<file path="src/rtl/car_parking_system.sv">
// Car park entrance gate controller.
// A car at the front sensor is asked for a 4-digit password. A correct
// password opens the gate (green LED blinking). The back sensor confirms
// the car went through, which bumps the parked-car count. A wrong password
// blinks the red LED until the right one is keyed in. A second car already
// waiting when the first one passes is held in STOP (red blinking) until
// the back sensor clears.
//
// All outputs are registered. The LED pattern and count for a transition
// appear on the same edge that registers the new state.
//
// The FSM state is held in the signal 'state' (type state_t) so that a
// checker can observe it hierarchically without extra ports.
module car_parking_system #(
   parameter logic [3:0]  PASS4       = 4'd1,
   parameter logic [3:0]  PASS3       = 4'd2,
   parameter logic [3:0]  PASS2       = 4'd3,
   parameter logic [3:0]  PASS1       = 4'd4,
   parameter int unsigned WAIT_CYCLES = 3,
   parameter int unsigned CAPACITY    = 8
) (
   input  logic       clk,
   input  logic       reset,
   input  logic       Fs,
   input  logic       Bs,
   input  logic [3:0] P4,
   input  logic [3:0] P3,
   input  logic [3:0] P2,
   input  logic [3:0] P1,
   output logic       gLED,
   output logic       rLED,
   output logic [3:0] carCount
);

   typedef enum logic [2:0] {
      IDLE          = 3'd0,
      WAIT_PASSWORD = 3'd1,
      WRONG_PASS    = 3'd2,
      RIGHT_PASS    = 3'd3,
      STOP          = 3'd4
   } state_t;

   // Counter value on which the password is checked, and the full level.
   localparam logic [3:0] WAIT_LAST = 4'(WAIT_CYCLES - 1);
   localparam logic [3:0] CAP       = 4'(CAPACITY);

   state_t     state;
   state_t     state_n;
   logic [3:0] wait_cnt;
   logic [3:0] wait_cnt_n;
   logic       blink;
   logic       blink_n;
   logic [3:0] car_count_n;
   logic       gled_n;
   logic       rled_n;
   logic       match;
   logic       full;
   logic       next_blinks;

   // Password compare on the live keypad inputs; digits above 9 simply miss.
   assign match = (P4 == PASS4) && (P3 == PASS3) &&
                  (P2 == PASS2) && (P1 == PASS1);

   assign full = (carCount == CAP);

   // Next-state, counters, blink phase and registered output values.
   always_comb begin
      state_n     = state;
      wait_cnt_n  = wait_cnt;
      car_count_n = carCount;
      blink_n     = 1'b0;
      gled_n      = 1'b0;
      rled_n      = 1'b0;
      next_blinks = 1'b0;

      case (state)
         IDLE: begin
            // Back sensor is ignored here; a full park keeps the car out.
            if (Fs && !full) begin
               state_n    = WAIT_PASSWORD;
               wait_cnt_n = 4'd0;
            end
         end
         WAIT_PASSWORD: begin
            // Front sensor is ignored while the driver types.
            wait_cnt_n = wait_cnt + 4'd1;
            if (wait_cnt == WAIT_LAST) begin
               state_n = match ? RIGHT_PASS : WRONG_PASS;
            end
         end
         WRONG_PASS: begin
            if (match) begin
               state_n = RIGHT_PASS;
            end
         end
         RIGHT_PASS: begin
            // Car went through: count it, then either idle or hold the
            // car that is already waiting behind it.
            if (Bs) begin
               state_n = Fs ? STOP : IDLE;
               if (!full) begin
                  car_count_n = carCount + 4'd1;
               end
            end
         end
         STOP: begin
            // The keypad still holds the previous driver's digits, so a
            // match here is accepted as soon as the back sensor clears.
            if (!Bs && match) begin
               state_n = RIGHT_PASS;
            end
         end
         default: begin
            state_n = IDLE;
         end
      endcase

      // Blink starts high on entry to a blinking state, then toggles.
      next_blinks = (state_n == WRONG_PASS) || (state_n == RIGHT_PASS) ||
                    (state_n == STOP);
      if (next_blinks) begin
         blink_n = (state_n != state) ? 1'b1 : ~blink;
      end

      case (state_n)
         IDLE:          rled_n = (car_count_n == CAP);
         WAIT_PASSWORD: rled_n = 1'b1;
         WRONG_PASS:    rled_n = blink_n;
         STOP:          rled_n = blink_n;
         RIGHT_PASS:    gled_n = blink_n;
         default: begin
            gled_n = 1'b0;
            rled_n = 1'b0;
         end
      endcase
   end

   // State, counters and outputs register; reset wins over everything.
   always_ff @(posedge clk) begin
      if (reset) begin
         state    <= IDLE;
         wait_cnt <= 4'd0;
         blink    <= 1'b0;
         gLED     <= 1'b0;
         rLED     <= 1'b0;
         carCount <= 4'd0;
      end else begin
         state    <= state_n;
         wait_cnt <= wait_cnt_n;
         blink    <= blink_n;
         gLED     <= gled_n;
         rLED     <= rled_n;
         carCount <= car_count_n;
      end
   end

endmodule

</file>
<file path="config.mk">
export PLATFORM = sky130hd
export DESIGN_NAME = car_parking_system
export DESIGN_NICKNAME = d
export VERILOG_FILES = /design/src/rtl/car_parking_system.sv
export SDC_FILE = /design/constraint.sdc
export NUM_CORES = 1
export LEC_CHECK = 0
export ABC_AREA = 1
export BUFFER_PORTS_ARGS = -buffer_cell sky130_fd_sc_hd__buf_2
export CAP_MARGIN = 20
export CORE_MARGIN = 1
export CORE_UTILIZATION = 57
export CTS_BUF_LIST = sky130_fd_sc_hd__clkbuf_8
export DETAILED_ROUTE_END_ITERATION = 8
export GPL_TIMING_DRIVEN = 1
export MAX_ROUTING_LAYER = met4
export PLACE_DENSITY = 0.95
export SLEW_MARGIN = 25
export SYNTH_ARGS = -nofsm -noshare
export SYNTH_HDL_FRONTEND = slang
export SYNTH_SLANG_ARGS = --single-unit
export TNS_END_PERCENT = 5
</file>
<file path="constraint.sdc">
create_clock -name clk -period 3 [get_ports clk]
set_input_delay 0.45 -clock clk [delete_from_list [all_inputs] [get_ports clk]]
set_output_delay 0.45 -clock clk [all_outputs]
set_load 0.01 [all_outputs]
</file>
[Yosys cells after proc, flatten, opt, wreduce, memory -nomap -nowiden]
Index checks and enable logic that the tools add are counted.
Operators by class
  $add $sub $neg: 2
  equality and inequality tests: 17
  muxes and demuxes: 16
  bitwise gates (word level): 2
  reduce and logical (&&, ||, !) cells: 15
Operators with widths (count)
  3-bit 2-to-1 mux: 6
  4-bit 2-to-1 mux: 4
  3-bit case mux with 5 select lines: 1
  3-bit by 2-bit == test with 1-bit output, second input constant: 4
  4-bit by 2-bit == test with 1-bit output, second input constant: 3
  4-bit by 1-bit adder with 4-bit output, second input constant: 2
  4-bit == test, second input constant: 2
  4-bit case mux with 2 select lines: 1
  3-bit by 1-bit == test with 1-bit output, second input constant: 2
  3-bit == test, second input constant: 2
  3-bit zero test: 2
  1-bit logical AND: 5
  4-bit by 1-bit == test with 1-bit output, second input constant: 1
  4-bit by 3-bit == test with 1-bit output, second input constant: 1
  2-bit OR reduction: 2
  1-bit 2-to-1 mux: 3
  3-bit != test: 1
  1-bit case mux with 3 select lines: 1
  1-bit zero test: 2
  1-bit logical OR: 2
  2-bit != test, second input constant: 1
  1-bit NOT: 2
  2-bit AND reduction: 1
  2-bit nonzero test: 1
Word-level totals
  flip-flop bits (word level): 14
  input bits: 20
  output and inout bits: 6
  word-level logic and storage cells: 58

[Logic depth before layout (Yosys ltp)]
  depth after elaboration: 12
  gate-level depth with buffers: 14
  mapped depth without buffers: 14

[Worst setup path after synthesis]
No wires, ideal clock.
  path kind: register to register
  start: reg carCount[0]
  end: reg blink
  library setup time: 0.115 ns
  arrival: 1.384 ns
  data required time: 2.885 ns
  path slack: 1.501 ns
  cell stages (with the launch flop): 12
  path buffers: 0
  clock period less this slack: 1.499 ns
  cells stage by stage: dfxtp_1 inv_1 ha_1 nand3_1 nand3_4 nand2_1 inv_2 nand3_2 nand2_1 nand2_1 nand2_1 and2_1
Between the ends
  cells in the longest elaborated chain, start to end: 9
  elaborated cells on any way between the ends: 13
  classes of those cells: eq/ne (5); mux (4); reduce/logical (4)
Ends and longest elaborated chain
  from (decl): RTL line 32  | output logic [3:0] carCount
  from (signal assigned): RTL line 153  | carCount <= car_count_n;
  4-bit == test *: RTL line 64  | assign full = (carCount == CAP);
  1-bit zero test *
  1-bit logical AND *: RTL line 79  | if (Fs && !full) begin
  3-bit 2-to-1 mux *: RTL line 79
  3-bit case mux with 5 select lines *: RTL line 76  | case (state)
  3-bit by 2-bit == test with 1-bit output: RTL line 119  | next_blinks = (state_n == WRONG_PASS) || (state_n == RIGHT_PASS) ||
  1-bit logical OR (2 in series): RTL line 119
  1-bit 2-to-1 mux *: RTL line 121  | if (next_blinks) begin
  to (signal assigned): RTL line 150  | blink <= blink_n;
  to (decl): RTL line 51  | logic blink;
Mark *: on every way between the ends. The rest lies on a longest branch, timed or not.
A chain may end at the register's enable or synchronous reset.

[Worst setup path after layout]
  start: reg wait_cnt[0]
  end: reg blink
Between the ends
  cells in the longest elaborated chain, start to end: 7
  elaborated cells on any way between the ends: 11
  classes of those cells: eq/ne (5); mux (4); reduce/logical (2)
Ends and longest elaborated chain
  from (decl): RTL line 49  | logic [3:0] wait_cnt;
  from (signal assigned): RTL line 149  | wait_cnt <= wait_cnt_n;
  4-bit by 2-bit == test with 1-bit output *: RTL line 87  | if (wait_cnt == WAIT_LAST) begin
  3-bit 2-to-1 mux *: RTL line 87
  3-bit case mux with 5 select lines *: RTL line 76
  3-bit by 2-bit == test with 1-bit output: RTL line 119
  1-bit logical OR (2 in series): RTL line 119
  1-bit 2-to-1 mux *: RTL line 121
Marks and branches as above.

==> results list <==
- Root buffer selected by CTS: clkbuf_8
- Yosys attributes the largest share of cell area to dfxtp_1 (31%), nand2_1 (11%), inv_1 (6.2%).
- First-pass GRT wire length: 3140 um
- Setup Skew: 0.000394 ns
- Summed instance area of the synthesized netlist: 915 um2
* Post-DR wirelength/cell: 11.5 um
- The finished cells cover 1100 um2.
* Initial cell density of the core: 0.607
- Global-route congestion overflow total: 0
- Counting the buffers created by CTS gives 3.
- STA classifies the critical path endpoint as a register.
* Outcome: completed
- Overall global routing resource usage: 0.242
- Count of pins over their slew limit: 0
- The clock reaches the later pin of the worst-skew pair after 0.24 ns.
* Relative slew slack: 0.800
* Clock tree from TritonCTS: done
- The number of hold buffers added after CTS was 0.
* Count of final hold-check violations: 0
- Number of DRC violations after detailed routing: 0
- After the flow finishes, the layout carries non-filler instances totaling 170.
- Register clock-pin slew on the reported worst setup and hold paths: 0.05 ns
* Die Span X: 42.1 um
- Unrepaired setup endpoints after global routing: no
* Number of buffers added for setup after CTS: 0
* Maximum clock rate: 623 MHz
* Sinks on Clock Net: 14
- Final-layout setup total negative slack: 0 ns
- Ratio of cells with drive above 1 in the final layout: 0.318
* Post-synthesis cell count: 127
* Library cells used by synthesis: 31
- The analysis attributes to cell leakage a power of 0.517 nW.
- Avg Vias per Cell: 5.32
* Final Cycle Share: 0.535
- Post-synth top cells: nand2_1 (26), inv_1 (15), dfxtp_1 (14), nor2_1 (14), nand3_1 (9)
- The share of total power dissipated in the clock network is 0.368.
- For this run, the post-layout net count is 180.
- The number of global-route vias before repair came to 855.
- For this block, the via count after detailed routing is 904.
- Setup ws final: 1.40 ns
- Power density over the cells: 375 nW/um2
* Final design utilization: 0.728
- In this run, placement finished with an instance count of 167.
- When the netlist entered floorplanning its net count stood at 151.
* Ant. Diodes: 0
- Total wire length after detailed routing: 1960 um
- Maximum number of pins on one net before global-route repair: 13
* EDFF count, synth: 0
- Switch Pwr: 0.105 mW
* Design internal power: 0.306 mW
- Estimated wirelength of the detail-placed design: 1510 um
- FFs w/ async S/R, synth: 0
- Final critical-path required period: 1.60 ns
* Measured slew at the worst slew-check pin: 0.300 ns
* Synth-to-layout area growth: 20.0%
- Counting along the longest clock path gives a buffer depth of 2.
- Total of max-cap violations: 0
- Std-Cell Core Area: 1510 um2
* Seq cells post-synth: 14
- The pre-antenna-repair detailed-routing pass consisted of 4 iterations.
- Of all nets on the critical path, the largest fanout is 4.
* Post-placement setup slack: 1.32 ns
- The synthesized design spends more area on one cell type than any other, namely dfxtp_1.
* DIE AREA: 1770 um2
- Register share of total power: 0.479
- Hold Crit Class: register to register
- Combinational cell fraction of total power: 0.153
- Of the synthesized area, sequential elements account for 0.306.
- The most common cell in the synthesized netlist is nand2_1.
- Startpoint type of the worst setup path: register
- Post-synth top area share: 0.306
- After floorplanning, the core was divided into 14 placement rows.
* Placed inst area: 1060 um2
- Maximum level of the CTS H-tree: 1
- After layout, the design draws a total of 0.411 mW.
- For the worst setup path, the data arrival time is 1.74 ns.
* Post-route ant nets: 0
- Number of DRC violations after detailed-routing iteration 0: 18
- Of the total power, the share spent switching nets is 0.256.
- Vertical extent of the die: 42.1 um
* Final count of negative-setup-slack endpoints: 0
- In this run the count of I/O pins placed on the die edge is 26.
- Count of port buffers added during placement: 25
- The setup path with the least slack is of type register to register.
- A synthesized cell averages 7.20 um2.
- Data on the critical path is required at its endpoint by 3.14 ns.
- The worst-case IR drop observed on VDD is 0.356 mV.
- Routability-driven placement finished with a final weighted congestion of 0.837.
- Cells resized by post-CTS repair: 0
- The number of antenna violations at the first check in global routing was 0.
- Most used DFF post-synth: dfxtp_1
* Yosys warnings: 0
- Worst hold slack after final layout: 0.492 ns
==> final timing paths <==
| kind | from | depth (start not counted) | slack, ns | to |
|---|---|---|---|---|
| hold / removal | wait_cnt[3] | 2 | 0.49 | wait_cnt[3] |
| setup / recovery | wait_cnt[0] | 10 | 1.40 | blink |
| hold reg to reg | wait_cnt[3] | 2 | 0.49 | wait_cnt[3] |
| setup reg to reg | wait_cnt[0] | 10 | 1.40 | blink |
==> power groups by stage <==
stage | registers (mW) | clock network (mW) | logic (mW)
2_1_floorplan | 0.200 | 0 | 0.0402
3_3_place_gp | 0.200 | 0 | 0.0596
3_5_place_dp | 0.201 | 0 | 0.0617
4_1_cts | 0.196 | 0.152 | 0.0627
5_1_grt | 0.197 | 0.157 | 0.0714
6_report | 0.197 | 0.151 | 0.0629
==> sequential cells by signal, indices dropped and copies added, names as in the netlist <==
signal,cells
state,3
rLED,1
blink,1
carCount,4
wait_cnt,4
gLED,1
==> cells in the final DEF (no fill, tap or decap) <==
cell / Yosys / routed
nand2_1: 26 / 26
buf_2: 0 / 25
inv_1: 15 / 15
nor2_1: 14 / 14
dfxtp_1: 14 / 14
nand3_1: 9 / 9
a21oi_1: 6 / 6
nor2_2: 5 / 5
inv_2: 4 / 4
ha_1: 4 / 4
nand3_2: 3 / 3
xor2_1: 3 / 3
nand4_1: 3 / 3
clkbuf_8: 0 / 3
nand2_2: 2 / 2
nor2_4: 2 / 2
nand2_4: 1 / 1
nor3b_2: 1 / 1
nor3_2: 1 / 1
a21oi_4: 1 / 1
nand3_4: 1 / 1
or2_0: 1 / 1
a211oi_1: 1 / 1
xnor2_1: 1 / 1
o22a_1: 1 / 1
mux2i_1: 1 / 1
a21boi_0: 1 / 1
clkinv_1: 1 / 1
a31oi_1: 1 / 1
nor3_1: 1 / 1
o21ai_0: 1 / 1
and2_1: 1 / 1
==> layer usage <==
metal	part of all wire	vias to the layer above	track usage	wire length, um
met4	0.029	0	0.156	56
met3	0.088	7	0.0862	172
met5	0	-	-	0
li1	-	460	-	-
met2	0.48	41	0.413	942
met1	0.40	396	0.230	786
==> cells by family after synthesis <==
logic type               after synthesis  synth area share
flip-flops                            14             0.306
AND/OR/NAND/NOR                       71             0.414
AO/OA/AOI/OAI                         12            0.0889
XOR/XNOR                               4            0.0383
buffers and inverters                 21            0.0862
multiplexers                           1            0.0109
adder cells (fa/ha/maj)                4            0.0547
==> critical path, stage by stage (launching register included) <==
cell and delay, ns:
dfxtp_1 0.35, inv_1 0.09, ha_1 0.20, nor3b_2 0.17, a21oi_4 0.17, nand2_2 0.10
nand2_1 0.06, nand2_1 0.06, nor2_2 0.10, nand2_1 0.07, and2_1 0.13
==> layout make-up <==
cell class | instances | area [um2]
Multi-Input combinational cell | 92 | 556
Fill cell | 128 | 409
Sequential cell | 14 | 280
Timing Repair Buffer | 25 | 125
Inverter | 20 | 75.1
Clock buffer | 3 | 41.3
Tap cell | 16 | 20.0
Note: power is estimated with default switching activity, not from simulation.
